**src/rtl/dmem_arbiter.sv**
```systemverilog
// Data-memory port arbiter: CPU MEM stage (priority) vs DMA engine.
// Ports: clk_i/rst_i; cpu_* request/stall/read return; dma_* request/grant/read return;
//   mem_* single-port memory interface with one-cycle read latency.
module dmem_arbiter #(
  parameter int ADDR_W     = 32,
  parameter int DATA_W     = 32,
  parameter int STARVE_MAX = 4,
  parameter int BURST_MAX  = 16
) (
  input  logic              clk_i,
  input  logic              rst_i,
  input  logic              cpu_re_i,
  input  logic              cpu_we_i,
  input  logic [ADDR_W-1:0] cpu_addr_i,
  input  logic [DATA_W-1:0] cpu_wdata_i,
  output logic              cpu_stall_o,
  output logic [DATA_W-1:0] cpu_rdata_o,
  output logic              cpu_rvalid_o,
  input  logic              dma_req_i,
  input  logic              dma_we_i,
  input  logic              dma_lock_i,
  input  logic [ADDR_W-1:0] dma_addr_i,
  input  logic [DATA_W-1:0] dma_wdata_i,
  output logic              dma_gnt_o,
  output logic [DATA_W-1:0] dma_rdata_o,
  output logic              dma_rvalid_o,
  output logic              mem_re_o,
  output logic              mem_we_o,
  output logic [ADDR_W-1:0] mem_addr_o,
  output logic [DATA_W-1:0] mem_wdata_o,
  input  logic [DATA_W-1:0] mem_rdata_i
);

  localparam int SW = $clog2(STARVE_MAX + 1);
  localparam int BW = $clog2(BURST_MAX + 1);
  localparam logic [SW-1:0] STARVE_TOP = SW'(STARVE_MAX);
  // A grant seeing this count is the BURST_MAX-th grant of the lock.
  localparam logic [BW-1:0] BURST_LAST = BW'(BURST_MAX - 1);

  typedef enum logic {
    CPU_PRI,
    DMA_BURST
  } state_e;

  typedef enum logic [1:0] {
    OWN_NONE,
    OWN_CPU,
    OWN_DMA
  } own_e;

  state_e          state_q, state_d;
  own_e            own_q, own_d;
  logic [SW-1:0]   starve_q, starve_d;
  logic [BW-1:0]   burst_q, burst_d;

  logic cpu_act;
  logic dma_win;
  logic cpu_g;
  logic dma_g;

  assign cpu_act = cpu_re_i | cpu_we_i;

  always_comb begin
    dma_win = 1'b0;
    unique case (state_q)
      CPU_PRI:   dma_win = dma_req_i &
                           (~cpu_act | (starve_q == STARVE_TOP));
      DMA_BURST: dma_win = dma_req_i;
    endcase
  end

  assign dma_g = ~rst_i & dma_win;
  assign cpu_g = ~rst_i & cpu_act & ~dma_win;

  always_comb begin
    state_d  = state_q;
    burst_d  = burst_q;
    starve_d = starve_q;
    own_d    = OWN_NONE;

    // Clearing on every DMA grant also covers the post-burst case:
    // the next conflict after a burst always goes to the CPU.
    if (dma_g | ~dma_req_i) begin
      starve_d = '0;
    end else if (cpu_g & (starve_q != STARVE_TOP)) begin
      starve_d = starve_q + 1'b1;
    end

    unique case (state_q)
      CPU_PRI: begin
        if (dma_g & dma_lock_i) begin
          state_d = DMA_BURST;
          burst_d = BW'(1);
        end
      end
      DMA_BURST: begin
        if (~dma_req_i) begin
          state_d = CPU_PRI;
        end else if (dma_g) begin
          burst_d = burst_q + 1'b1;
          if (~dma_lock_i | (burst_q == BURST_LAST)) begin
            state_d = CPU_PRI;
          end
        end
      end
    endcase

    if (cpu_g & cpu_re_i & ~cpu_we_i) begin
      own_d = OWN_CPU;
    end else if (dma_g & ~dma_we_i) begin
      own_d = OWN_DMA;
    end
  end

  always_ff @(posedge clk_i) begin
    if (rst_i) begin
      state_q  <= CPU_PRI;
      own_q    <= OWN_NONE;
      starve_q <= '0;
      burst_q  <= '0;
    end else begin
      state_q  <= state_d;
      own_q    <= own_d;
      starve_q <= starve_d;
      burst_q  <= burst_d;
    end
  end

  assign cpu_stall_o = ~rst_i & cpu_act & ~cpu_g;
  assign dma_gnt_o   = dma_g;

  // A write wins over a read when the CPU sets both enables.
  assign mem_re_o = (cpu_g & cpu_re_i & ~cpu_we_i) |
                    (dma_g & ~dma_we_i);
  assign mem_we_o = (cpu_g & cpu_we_i) | (dma_g & dma_we_i);

  assign mem_addr_o  = rst_i ? '0 :
                       dma_g ? dma_addr_i : cpu_addr_i;
  assign mem_wdata_o = rst_i ? '0 :
                       dma_g ? dma_wdata_i : cpu_wdata_i;

  assign cpu_rdata_o  = rst_i ? '0 : mem_rdata_i;
  assign dma_rdata_o  = rst_i ? '0 : mem_rdata_i;
  assign cpu_rvalid_o = ~rst_i & (own_q == OWN_CPU);
  assign dma_rvalid_o = ~rst_i & (own_q == OWN_DMA);

endmodule

```
**config.mk**
```make
export PLATFORM = sky130hd
export DESIGN_NAME = dmem_arbiter
export DESIGN_NICKNAME = d
export VERILOG_FILES = /design/src/rtl/dmem_arbiter.sv
export SDC_FILE = /design/constraint.sdc
export NUM_CORES = 1
export LEC_CHECK = 0
export BUFFER_PORTS_ARGS = -buffer_cell sky130_fd_sc_hd__buf_2
export CAP_MARGIN = 20
export CELL_PAD_IN_SITES_DETAIL_PLACEMENT = 0
export CELL_PAD_IN_SITES_GLOBAL_PLACEMENT = 1
export CORE_ASPECT_RATIO = 1.4
export CORE_MARGIN = 5
export CORE_UTILIZATION = 19
export DETAILED_ROUTE_END_ITERATION = 7
export GPL_TIMING_DRIVEN = 0
export PLACE_DENSITY_LB_ADDON = 0.15
export SYNTH_ARGS = -nofsm -noshare
export SYNTH_HDL_FRONTEND = slang
export SYNTH_SLANG_ARGS = --single-unit
export TNS_END_PERCENT = 10
```
**constraint.sdc**
```tcl
create_clock -name clk_i -period 1.8 [get_ports clk_i]
set_clock_uncertainty 0.1 [all_clocks]
set_input_delay 0.45 -clock clk_i [delete_from_list [all_inputs] [get_ports clk_i]]
set_output_delay 0.45 -clock clk_i [all_outputs]
set_load 0.03 [all_outputs]
```
* After elaboration in Yosys (flattened, before gate mapping) *
Index checks and enable logic that the tools add are counted.

word-level totals
  register bits after elaboration = 11
  input port bits = 167
  output and inout port bits = 134
  word-level logic and storage cells = 64

cells by class
  $add $sub $neg = 2
  eq/ne operators = 8
  multiplexer cells = 17
  bitwise logic cells = 29
  reduce and logical (&&, ||, !) cells = 3

operators with widths
  operator                                                               count
  32-bit two-way mux                                                     5
  5-bit two-way mux                                                      3
  1-bit bitwise AND                                                      14
  5-bit one-hot mux with 2 select lines                                  1
  1-bit NOT                                                              9
  1-bit bitwise OR                                                       6
  5-bit by 1-bit adder with 5-bit output, second input constant          1
  5-bit by 4-bit equality test with 1-bit output, second input constant  1
  1-bit two-way mux                                                      5
  2-bit != test, second input constant                                   2
  1-bit one-hot mux with 2 select lines                                  2
  2-bit OR reduction                                                     2
  3-bit by 1-bit adder with 3-bit output, second input constant          1
  3-bit equality test, second input constant                             1
  3-bit != test, second input constant                                   1
  3-bit AND reduction                                                    1
  2-bit by 1-bit equality test with 1-bit output, second input constant  1
  2-bit equality test, second input constant                             1
  2-bit two-way mux                                                      1
  2-bit by 1-bit != test with 1-bit output, second input constant        1

* Logic depth before layout (Yosys ltp) *
Gate-level depths: netlist of run 1.

  word-level depth = 10
  depth in mapped cells = 8
  gate-level depth less buffers = 5

* Least setup slack after synthesis of run 1 *
No wires, ideal clock.

  kind = input -> output
  start point = in rst_i
  end point = out cpu_stall_o
  arrival = 1.986 ns
  required time = 1.250 ns
  slack = -0.736 ns
  stages on the path = 4
  buffers on the path = 1
  cell sequence = clkbuf_1 nor2b_1 a21boi_0 o21a_1

between the ends
  cells in the longest elaborated chain, start to end = 5

RTL lines
  element              line     source
  start: declaration   11       input logic rst_i,
  1-bit NOT *          73, 129
  1-bit bitwise AND *  73, 129
  1-bit bitwise AND    73       assign cpu_g = ~rst_i & cpu_act & ~dma_win;
  1-bit NOT            129      assign cpu_stall_o = ~rst_i & cpu_act & ~cpu_g;
  1-bit bitwise AND *  129
  end: declaration     16       output logic cpu_stall_o,

Mark *: on every way between the ends. The rest lies on a longest branch, timed or not.

* Final worst setup path of run 1 *
  start point = reg starve_q[0]
  end point = out mem_re_o

between the ends
  cells in the longest elaborated chain, start to end = 9
  elaborated cells on any way between the ends = 11
  classes of those cells = eq/ne: 1; mux: 1; bitwise: 9

RTL lines
  element                                  line  source
  start: declaration                       53    logic [SW-1:0] starve_q, starve_d;
  start signal: assignment                 124   starve_q <= starve_d;
  3-bit equality test *                    67    (~cpu_act | (starve_q == STARVE_TOP));
  1-bit bitwise OR *                       67
  1-bit bitwise AND *                      66    CPU_PRI: dma_win = dma_req_i &
  1-bit one-hot mux with 2 select lines *  65    unique case (state_q)
  1-bit NOT                                73
  1-bit bitwise AND                        73
  1-bit bitwise AND (2 in a row)           133   assign mem_re_o = (cpu_g & cpu_re_i & ~cpu_we_i) |
  1-bit bitwise OR *                       133
  end: declaration                         27    output logic mem_re_o,

Marks and branches as above.

==> flow_summary.ini, run 1 <==
[clock_network]
cts_hold_buf = 0
insertion_delay_ns = 0.24
cts_tree = yes
numClockSinks = 11
htree_levels = 1
clk_pin_slew_ns = 0.04
cts_root_buffer = clkbuf_16
cts_buffer_depth = 2
cts_made_buffers = 3

[synth]
syn_area_per_cell_sq_um = 7.57
muxShareOfSynthArea = 0.257
synth_ff_type = dfxtp_1
synth_top_family_by_area = simple AND/OR/NAND/NOR gates
syn_inst = 345
synthXorXnorAreaFrac = 0.00335
synth-adder-area-share = 0.0192
async_flop_share = 0
synth_warnings = 0
synth_seq_cells = 11
ys_seq_area_frac = 0.0843
synth-edff-count = 0
yosys.cell_types.count = 31
synth_fp_nets = 516
syn_area_sq_mm = 0.00261
yosys.area_share.simple = 0.434
synth_compound_area_frac = 0.0460

[detailed_routing]
drtAntennaViolNets = 0
drc = 0
wl_um = 12900
vias_per_cell = 4.13
dr_total_vias = 3492
detail_route.wl_per_cell_um = 15.3
drt-pass1-iter-count = 4
drt_iter0_markers = 78

[timing]
fmax_mhz = 413
worstMarginPinSlew_ns = 0.396
setup_slack_ns = -0.619
finalMaxSlewViolations = 0
rsz0062_at_grt = true
finalSetupViolCount = 68
hold_violations = 0
fin_crit_ns = 2.42
relSlewSlack = 0.733
fin_crit_sh = 1.34

[critical_path]
cp_num_buf_inv = 5
crit_path_top_delay_cell = dfxtp_2
critPathMaxStageDelay_ns = 0.33
arrival_ns = 1.87
critPathTopFamily = buffers and inverters
worstSetupPathType = flip-flop to primary output
cp_cell_sequence = inv_2 -> ha_4 -> a2bb2oi_4 -> a21boi_2 -> buf_6 -> buf_12 -> buf_12 -> mux2_4 -> buf_6
critPathRequiredTime_ns = 1.25
rrSetupSlack_ns = 0.20
path_max_fanout = 7
start_kind = flip-flop
cp-end-kind = primary output

[die]
start_util = 0.194
dieWidth_um = 109
die_area_sq_mm = 0.0162
core-area_sq_mm = 0.0135
die_y_um = 149
io-pin-count = 301
rows = 50

[placed_design]
gp_congestion = 0.818
port-buffer-count = 299
place_hpwl_um = 10900
pre_cts_slack_ns = -0.729

[layout]
area_growth_syn_to_layout_pct = 132
fin_nets = 834
layout-drive-gt1-share = 0.701
finish.utilization = 0.450

[flow_run]
cap_violations = 0

[grt]
grt_pass1_vias = 3818
antenna_found_initial = 1
grt_max_degree = 11
grt_pass1_wl_um = 19100
grt_usage = 0.147
overflow = 0

[power]
leakage_uw = 0.00274
cellPowerDensity_mw_per_mm2 = 383
vdd_ir_drop_max_mv = 0.236

[outcome]
violations = setup timing
outcome = finished, violations left

[worst_hold_path]
hold_path.class = flip-flop to flip-flop
metal layers:
metal / vias to the layer above / GRT usage / wire length, um
met5: - / 0 / 0
met4: 0 / 0.0354 / 204
met3: 13 / 0.0338 / 1270
met2: 198 / 0.296 / 6990
met1: 1560 / 0.148 / 4430
li1: 1721 / - / -
sequential cells by signal, indices dropped and copies added (netlist names):
signal / cells
burst_q: 5
starve_q: 3
own_q: 2
state_q: 1
cell usage after synthesis, types with 2 or more instances:
master	number	area, sq um
nand2b_1	131	820
mux2i_1	66	661
buf_4	36	270
nor2b_1	35	219
clkbuf_1	17	63.8
dfxtp_1	11	220
inv_1	5	18.8
buf_6	4	45.0
ha_1	4	50.1
nor2_1	4	15.0
nand2_1	3	11.3
nand3_1	3	15.0
nor3b_1	3	22.5
a21oi_1	2	10.0
a31oi_1	2	12.5
and3_1	2	12.5
o211ai_1	2	15.0
o21a_1	2	15.0
cell usage in the layout (no fill, tap or decap), types with 2 or more instances in the layout:
cell | netlist | routed
inv_2 | 0 | 2
inv_1 | 5 | 3
buf_4 | 36 | 95
dfxtp_2 | 0 | 3
nand3_1 | 3 | 3
clkbuf_1 | 17 | 13
buf_2 | 1 | 197
nand2b_1 | 131 | 131
nand2_1 | 3 | 3
ha_1 | 4 | 3
buf_12 | 0 | 8
dfxtp_1 | 11 | 8
nor3b_1 | 3 | 2
buf_16 | 0 | 3
mux2i_2 | 0 | 6
mux2i_4 | 0 | 59
o211ai_1 | 2 | 2
nor2_1 | 4 | 4
buf_6 | 4 | 50
a21oi_1 | 2 | 2
a31oi_1 | 2 | 2
clkbuf_16 | 0 | 5
and3_1 | 2 | 2
nor2b_2 | 0 | 23
o21a_1 | 2 | 2
buf_8 | 0 | 2
nor2b_1 | 35 | 11
clkbuf_2 | 0 | 2
metrics by stage:
| step | TNS [ns] | std cells | power [uW] | hold WS (ns) | cell area (sq um) |
|---|---|---|---|---|---|
| detailed placement | -58.73 | 826 | 1690 | 0.345 | 5150 |
| global placement | -57.20 | 826 | 1680 | 0.327 | 5150 |
| finish | -36.76 | 845 | 2320 | 0.321 | 6050 |
| floorplan | -30.01 | 345 | 1260 | 0.317 | 3430 |
| global route | -42.83 | 845 | 2430 | 0.342 | 6050 |
| CTS | -41.91 | 838 | 2270 | 0.327 | 5760 |
final cells by class:
type / count / area (sq um)
repair buffers: 313 / 2130
clock buffers: 4 / 78.8
flip-flops and latches: 11 / 224
inverters: 5 / 18.8
multi-input cells: 270 / 2840
plain buffers: 59 / 528
well taps: 182 / 228
fillers: 1338 / 7400
diodes: 1 / 2.50
cells by family after synthesis:
kind of cell,after synthesis
adder cells (fa/ha/maj),4
XOR/XNOR,1
AO/OA/AOI/OAI,14
buffers and inverters,64
flip-flops,11
multiplexers,67
AND/OR/NAND/NOR,184
timing repair:
action / in CTS / in global routing
setup endpoints to repair: 134 / 109
setup buffers: 6 / 5
gates resized for setup: 139 / 93
hold endpoints to repair: 0 / 0
gates cloned: 2 / 2
pin swaps: 4 / 3
power by group:
group | leakage, uW | total (uW) | switching [uW] | internal, uW
Clock | 0.0000382 | 414 | 116 | 298
Sequential | 0.0000905 | 254 | 4.16 | 250
Combinational | 0.00261 | 1650 | 848 | 802
worst paths after layout:
check,startpoint,end,depth (start not counted)
setup / recovery,starve_q[0],mem_re_o,9
hold / removal,starve_q[0],starve_q[0],1
setup reg to reg,burst_q[0],burst_q[4],5
hold reg to reg,starve_q[0],starve_q[0],1
No activity file was read; power rests on OpenSTA's default activity.
==> inputs of run 2 (changes only) <==
==> constraint.sdc (replaced) <==
create_clock -name clk_i -period 1.8 [get_ports clk_i]
set_clock_uncertainty 0.1 [all_clocks]
set_input_delay 0.27 -clock clk_i [delete_from_list [all_inputs] [get_ports clk_i]]
set_output_delay 0.27 -clock clk_i [all_outputs]
set_load 0.03 [all_outputs]
==> run 2 against run 1 <==
  * The run still ends with setup timing left
  * Die area did not move
  * Count of clock-buffer cells in the layout did not move
  * Cell area fell by 6.4%
  * Maximum frequency rose by 6.6%
  * Worst hold slack got worse by 0.13 ns
  * Critical path type unchanged
  * Largest power group unchanged
==> flow_summary.ini, run 2 (same netlist as run 1, synthesis figures left out) <==
[timing]
hold_violations = 0
fin_crit_sh = 1.26
worstMarginPinSlew_ns = 0.538
fmax_mhz = 441
setup_slack_ns = -0.468
fin_crit_ns = 2.27
setup_tns_ns = -28.32
finalSetupViolCount = 68
finalMaxSlewViolations = 0
relSlewSlack = 0.641
rsz0062_at_grt = true

[worst_hold_path]
hold_path.class = input pin to flip-flop

[detailed_routing]
wl_um = 13200
drt_iter0_markers = 48
drtAntennaViolNets = 0
drc = 0
dr_total_vias = 3481
detail_route.wl_per_cell_um = 15.6
drt-pass1-iter-count = 4
vias_per_cell = 4.11

[critical_path]
start_kind = flip-flop
path_max_fanout = 7
critPathRequiredTime_ns = 1.43
cp-end-kind = primary output
arrival_ns = 1.90
worstSetupPathType = flip-flop to primary output

[clock_network]
cts_made_buffers = 3
cts_tree = yes
numClockSinks = 11
clk_pin_slew_ns = 0.04
insertion_delay_ns = 0.23
cts_hold_buf = 0
cts_root_buffer = clkbuf_16
cts_buffer_depth = 2
htree_levels = 1

[grt]
overflow = 0
grt_pass1_vias = 3893
grt_pass1_wl_um = 19600
grt_max_degree = 11
grt_usage = 0.152
antenna_found_initial = 2

[die]
core-area_sq_mm = 0.0135
die_area_sq_mm = 0.0162
rows = 50
io-pin-count = 301
start_util = 0.194
die_y_um = 149
dieWidth_um = 109

[power]
total_power_uw = 2190
cellPowerDensity_mw_per_mm2 = 387
vdd_ir_drop_max_mv = 0.246
leakage_uw = 0.00263

[placed_design]
pre_cts_slack_ns = -0.378
port-buffer-count = 299
post-place-cells = 826
place_hpwl_um = 11600
gp_congestion = 0.809

[layout]
finish.utilization = 0.421
largest_registers = burst_q: 5 flops, starve_q: 3 flops, own_q: 2 flops
final_common_cell = buf_2
fin_nets = 834
layout-drive-gt1-share = 0.659
area_growth_syn_to_layout_pct = 117
regMostFlops = burst_q
largest_reg_flops = 5
fillers = 1381
most-common-layout-cells = buf_2 (272), nand2b_1 (131), mux2i_4 (61), buf_4 (40), nor2b_1 (35)
final_cells = 846

[outcome]
outcome = finished, violations left
violations = setup timing

[flow_run]
cap_violations = 0
[run 2: final cells by class]
cell class / count / area [sq um] / area share
antenna: 2 / 5.00 / 0.000884
buffer: 59 / 452 / 0.0798
clock buffer: 4 / 78.8 / 0.0139
inverter: 5 / 18.8 / 0.00332
multi-input combinational: 270 / 2790 / 0.492
sequential: 11 / 224 / 0.0396
tap: 182 / 228 / 0.0402
timing repair buffer: 313 / 1870 / 0.330
[run 2: final timing paths]
path               startpoint               to  slack (ns)  cells after the start
hold / removal     dma_lock_i          state_q        0.19                      2
hold reg to reg    burst_q[4]       burst_q[4]        0.40                      2
setup / recovery  starve_q[1]  mem_wdata_o[18]       -0.47                     10
setup reg to reg  starve_q[1]         own_q[1]        0.05                     10
[run 2: worst max-delay path, cell delays in order (launching register included)]
cell and delay (ns):
dfxtp_2 0.31, inv_2 0.06, ha_4 0.13, a2bb2oi_4 0.05, a21boi_2 0.15, buf_6 0.16, buf_12 0.14, buf_12 0.12
buf_16 0.14, mux2i_4 0.23, buf_6 0.15
[run 2: power breakdown]
| part | internal, uW | switching, uW | total (uW) |
|---|---|---|---|
| Combinational | 702 | 832 | 1530 |
| Sequential | 250 | 4.09 | 254 |
| Clock | 297 | 106 | 403 |
[run 2: per-stage QoR]
| step | hold slack (ns) | area (sq um) |
|---|---|---|
| floorplan | 0.306 | 3440 |
| global placement | 0.312 | 5160 |
| detailed placement | 0.322 | 5160 |
| CTS | 0.186 | 5620 |
| global route | 0.205 | 5660 |
| finish | 0.189 | 5660 |
[run 2: routing by layer]
| metal | routed length (um) | global-route usage | share of wire | up-vias |
|---|---|---|---|---|
| li1 | - | - | - | 1721 |
| met1 | 4140 | 0.143 | 0.31 | 1538 |
| met2 | 7290 | 0.309 | 0.55 | 206 |
| met3 | 1470 | 0.0420 | 0.11 | 16 |
| met4 | 263 | 0.0411 | 0.020 | 0 |
| met5 | 0 | 0 | 0 | - |
[run 2: what timing repair did]
| action | 4_1_cts | 5_1_grt |
|---|---|---|
| endpoints found under the setup margin | 71 | 82 |
| pin swaps | 4 | 3 |
| endpoints found under the hold margin | 0 | 0 |
| setup buffers | 10 | 2 |
| resized for setup | 60 | 10 |
| cloned | 2 | 0 |
==> inputs of run 3 (changes only) <==
--- a/config.mk
+++ b/config.mk
@@ -5,7 +5,7 @@
 export SDC_FILE = /design/constraint.sdc
 export NUM_CORES = 1
 export LEC_CHECK = 0
-export BUFFER_PORTS_ARGS = -buffer_cell sky130_fd_sc_hd__buf_2
+export BUFFER_PORTS_ARGS = -buffer_cell sky130_fd_sc_hd__buf_4
 export CAP_MARGIN = 20
 export CELL_PAD_IN_SITES_DETAIL_PLACEMENT = 0
 export CELL_PAD_IN_SITES_GLOBAL_PLACEMENT = 1
@@ -14,7 +14,7 @@
 export CORE_UTILIZATION = 19
 export DETAILED_ROUTE_END_ITERATION = 7
 export GPL_TIMING_DRIVEN = 0
-export PLACE_DENSITY_LB_ADDON = 0.15
+export PLACE_DENSITY_LB_ADDON = 0.1
 export SYNTH_ARGS = -nofsm -noshare
 export SYNTH_HDL_FRONTEND = slang
 export SYNTH_SLANG_ARGS = --single-unit
==> run 3 against run 2 <==
  * The flow still finishes with violations (setup timing)
  * Critical path depth is 1 lower
  * Sequential power hardly changed
  * Flip-flop and latch count stayed put
  * Via count is 0.17% higher
  * Power is 9.0% higher
  * Final cell count is 0.47% lower
  * Critical path type unchanged
  * Highest routed layer unchanged
==> flow_summary.ini, run 3 (same netlist as run 1, synthesis figures left out) <==
[timing]
rsz0062_at_grt = true
fmax_mhz = 450
finalMaxSlewViolations = 0
fin_crit_sh = 1.23
setup_slack_ns = -0.421
worstMarginPinSlew_ns = 0.490
finalSetupViolCount = 67
relSlewSlack = 0.673
hold_violations = 0
fin_crit_ns = 2.22

[critical_path]
r2r-end = burst_q[4]
r2r-start = burst_q[0]
cp-end-kind = primary output
arrival_ns = 1.85
r2r_cells = 5
critPathRequiredTime_ns = 1.43
worstSetupPathType = flip-flop to primary output
path_max_fanout = 8
start_kind = flip-flop
rrSetupSlack_ns = 0.21

[outcome]
violations = setup timing
outcome = finished, violations left

[grt]
use_met3 = 0.0541
antenna_found_initial = 0
top_usage_layer = met2
grt_max_degree = 11
grtUsageMet1 = 0.148
grt_pass1_wl_um = 19900
overflow = 0
grt_util_met2 = 0.313
grt_pass1_vias = 3796
grt_usage = 0.158

[detailed_routing]
detail_route.wl_per_cell_um = 16.4
wl_um = 13800
drt_iter0_markers = 46
dr_total_vias = 3487
drtAntennaViolNets = 0
drc = 0
drt-pass1-iter-count = 4
vias_per_cell = 4.14

[placed_design]
gp_congestion = 0.783
port-buffer-count = 299
post-place-cells = 826
place_hpwl_um = 12000

[layout]
regMostFlops = burst_q
diodes = 0
layout-drive-gt1-share = 0.658
largest_reg_flops = 5
finish.utilization = 0.470
final_cells = 842
fin_nets = 832
final_common_cell = buf_4
area_growth_syn_to_layout_pct = 142
largest_registers = burst_q: 5 flops, starve_q: 3 flops, own_q: 2 flops
most-common-layout-cells = buf_4 (304), nand2b_1 (131), mux2i_4 (60), buf_6 (37), nor2b_1 (35)

[power]
comb_power_share = 0.721
p_int_uw = 1430
leakage_uw = 0.00281
power_frac_seq = 0.106
p_clk_frac = 0.173
vdd_ir_drop_max_mv = 0.282
cellPowerDensity_mw_per_mm2 = 378
p_switching_uw = 962
swShare = 0.403

[clock_network]
cts_hold_buf = 0
htree_levels = 1
numClockSinks = 11
cts_root_buffer = clkbuf_16
clk_pin_slew_ns = 0.04
cts_tree = yes
insertion_delay_ns = 0.24
cts_made_buffers = 3
cts_buffer_depth = 2

[flow_run]
cap_violations = 0

[die]
dieWidth_um = 109
die_area_sq_mm = 0.0162
rows = 50
io-pin-count = 301
start_util = 0.194
core-area_sq_mm = 0.0135
die_y_um = 149

[worst_hold_path]
hold_path.class = input pin to flip-flop
hold_end = state_q
worstHoldStart = dma_lock_i
whs_path_depth = 2
## run 3: changes by cell type in the layout (fill, tap and decap cells not counted), sizes merged
cell	previous run	this run
buf	354	350
clkbuf	22	24
diode	2	0
## run 3: stage by stage
stage	area (sq um)	setup slack (ns)	setup TNS, ns	power [uW]	hold WS (ns)
floorplan	3440	-0.0803	-2.30	1260	0.306
global placement	5910	-0.287	-14.57	1900	0.314
detailed placement	5910	-0.271	-14.20	1910	0.324
CTS	6190	-0.451	-27.21	2390	0.172
global route	6320	-0.469	-28.30	2510	0.171
finish	6320	-0.421	-24.27	2390	0.171
## run 3: power groups by stage
stage	logic (uW)	registers, uW	clock network (uW)
after global routing	1820	254	433
after CTS	1710	253	417
final	1720	254	413
after global placement	1640	258	0
after detailed placement	1650	258	0
after floorplan	1000	257	0
## run 3: area by class of cell
class,instances,area [sq um]
Multi-Input combinational cell,270,2780
Inverter,5,18.8
Clock buffer,4,78.8
Timing Repair Buffer,311,2530
Fill cell,1348,7130
Buffer,59,464
Tap cell,182,228
Sequential cell,11,224
## run 3: worst max-delay path by stage
| stage | start | endpoint | slack (ns) | cells after the start |
|---|---|---|---|---|
| 3_5_place_dp | cpu_we_i | mem_wdata_o[24] | -0.27 | 8 |
| 5_1_grt | starve_q[0] | mem_re_o | -0.47 | 9 |
| 6_report | starve_q[0] | mem_re_o | -0.42 | 9 |
| 3_3_place_gp | cpu_we_i | mem_wdata_o[22] | -0.29 | 8 |
| 2_1_floorplan | starve_q[1] | mem_wdata_o[12] | -0.08 | 8 |
| 4_1_cts | starve_q[1] | mem_wdata_o[24] | -0.45 | 9 |
## run 3: timing repair
| item | CTS | global route |
|---|---|---|
| resized for setup | 31 | 18 |
| hold endpoints to repair | 0 | 0 |
| setup endpoints to repair | 72 | 85 |
| buffers inserted | 7 | 2 |
| gates cloned | 1 | 2 |
| pin swaps | 1 | 2 |
## run 3: critical path, cell delays in order (launching register included)
cell	delay [ns]
dfxtp_2	0.33
inv_2	0.04
ha_4	0.16
a2bb2oi_4	0.14
a21boi_2	0.07
buf_6	0.14
buf_12	0.15
buf_12	0.13
mux2_4	0.30
buf_6	0.14
## run 3: per-layer routing
metal	vias up	wire, um
met1	1552	4210
met2	204	7690
li1	1714	-
met3	17	1610
met5	-	0
met4	0	301
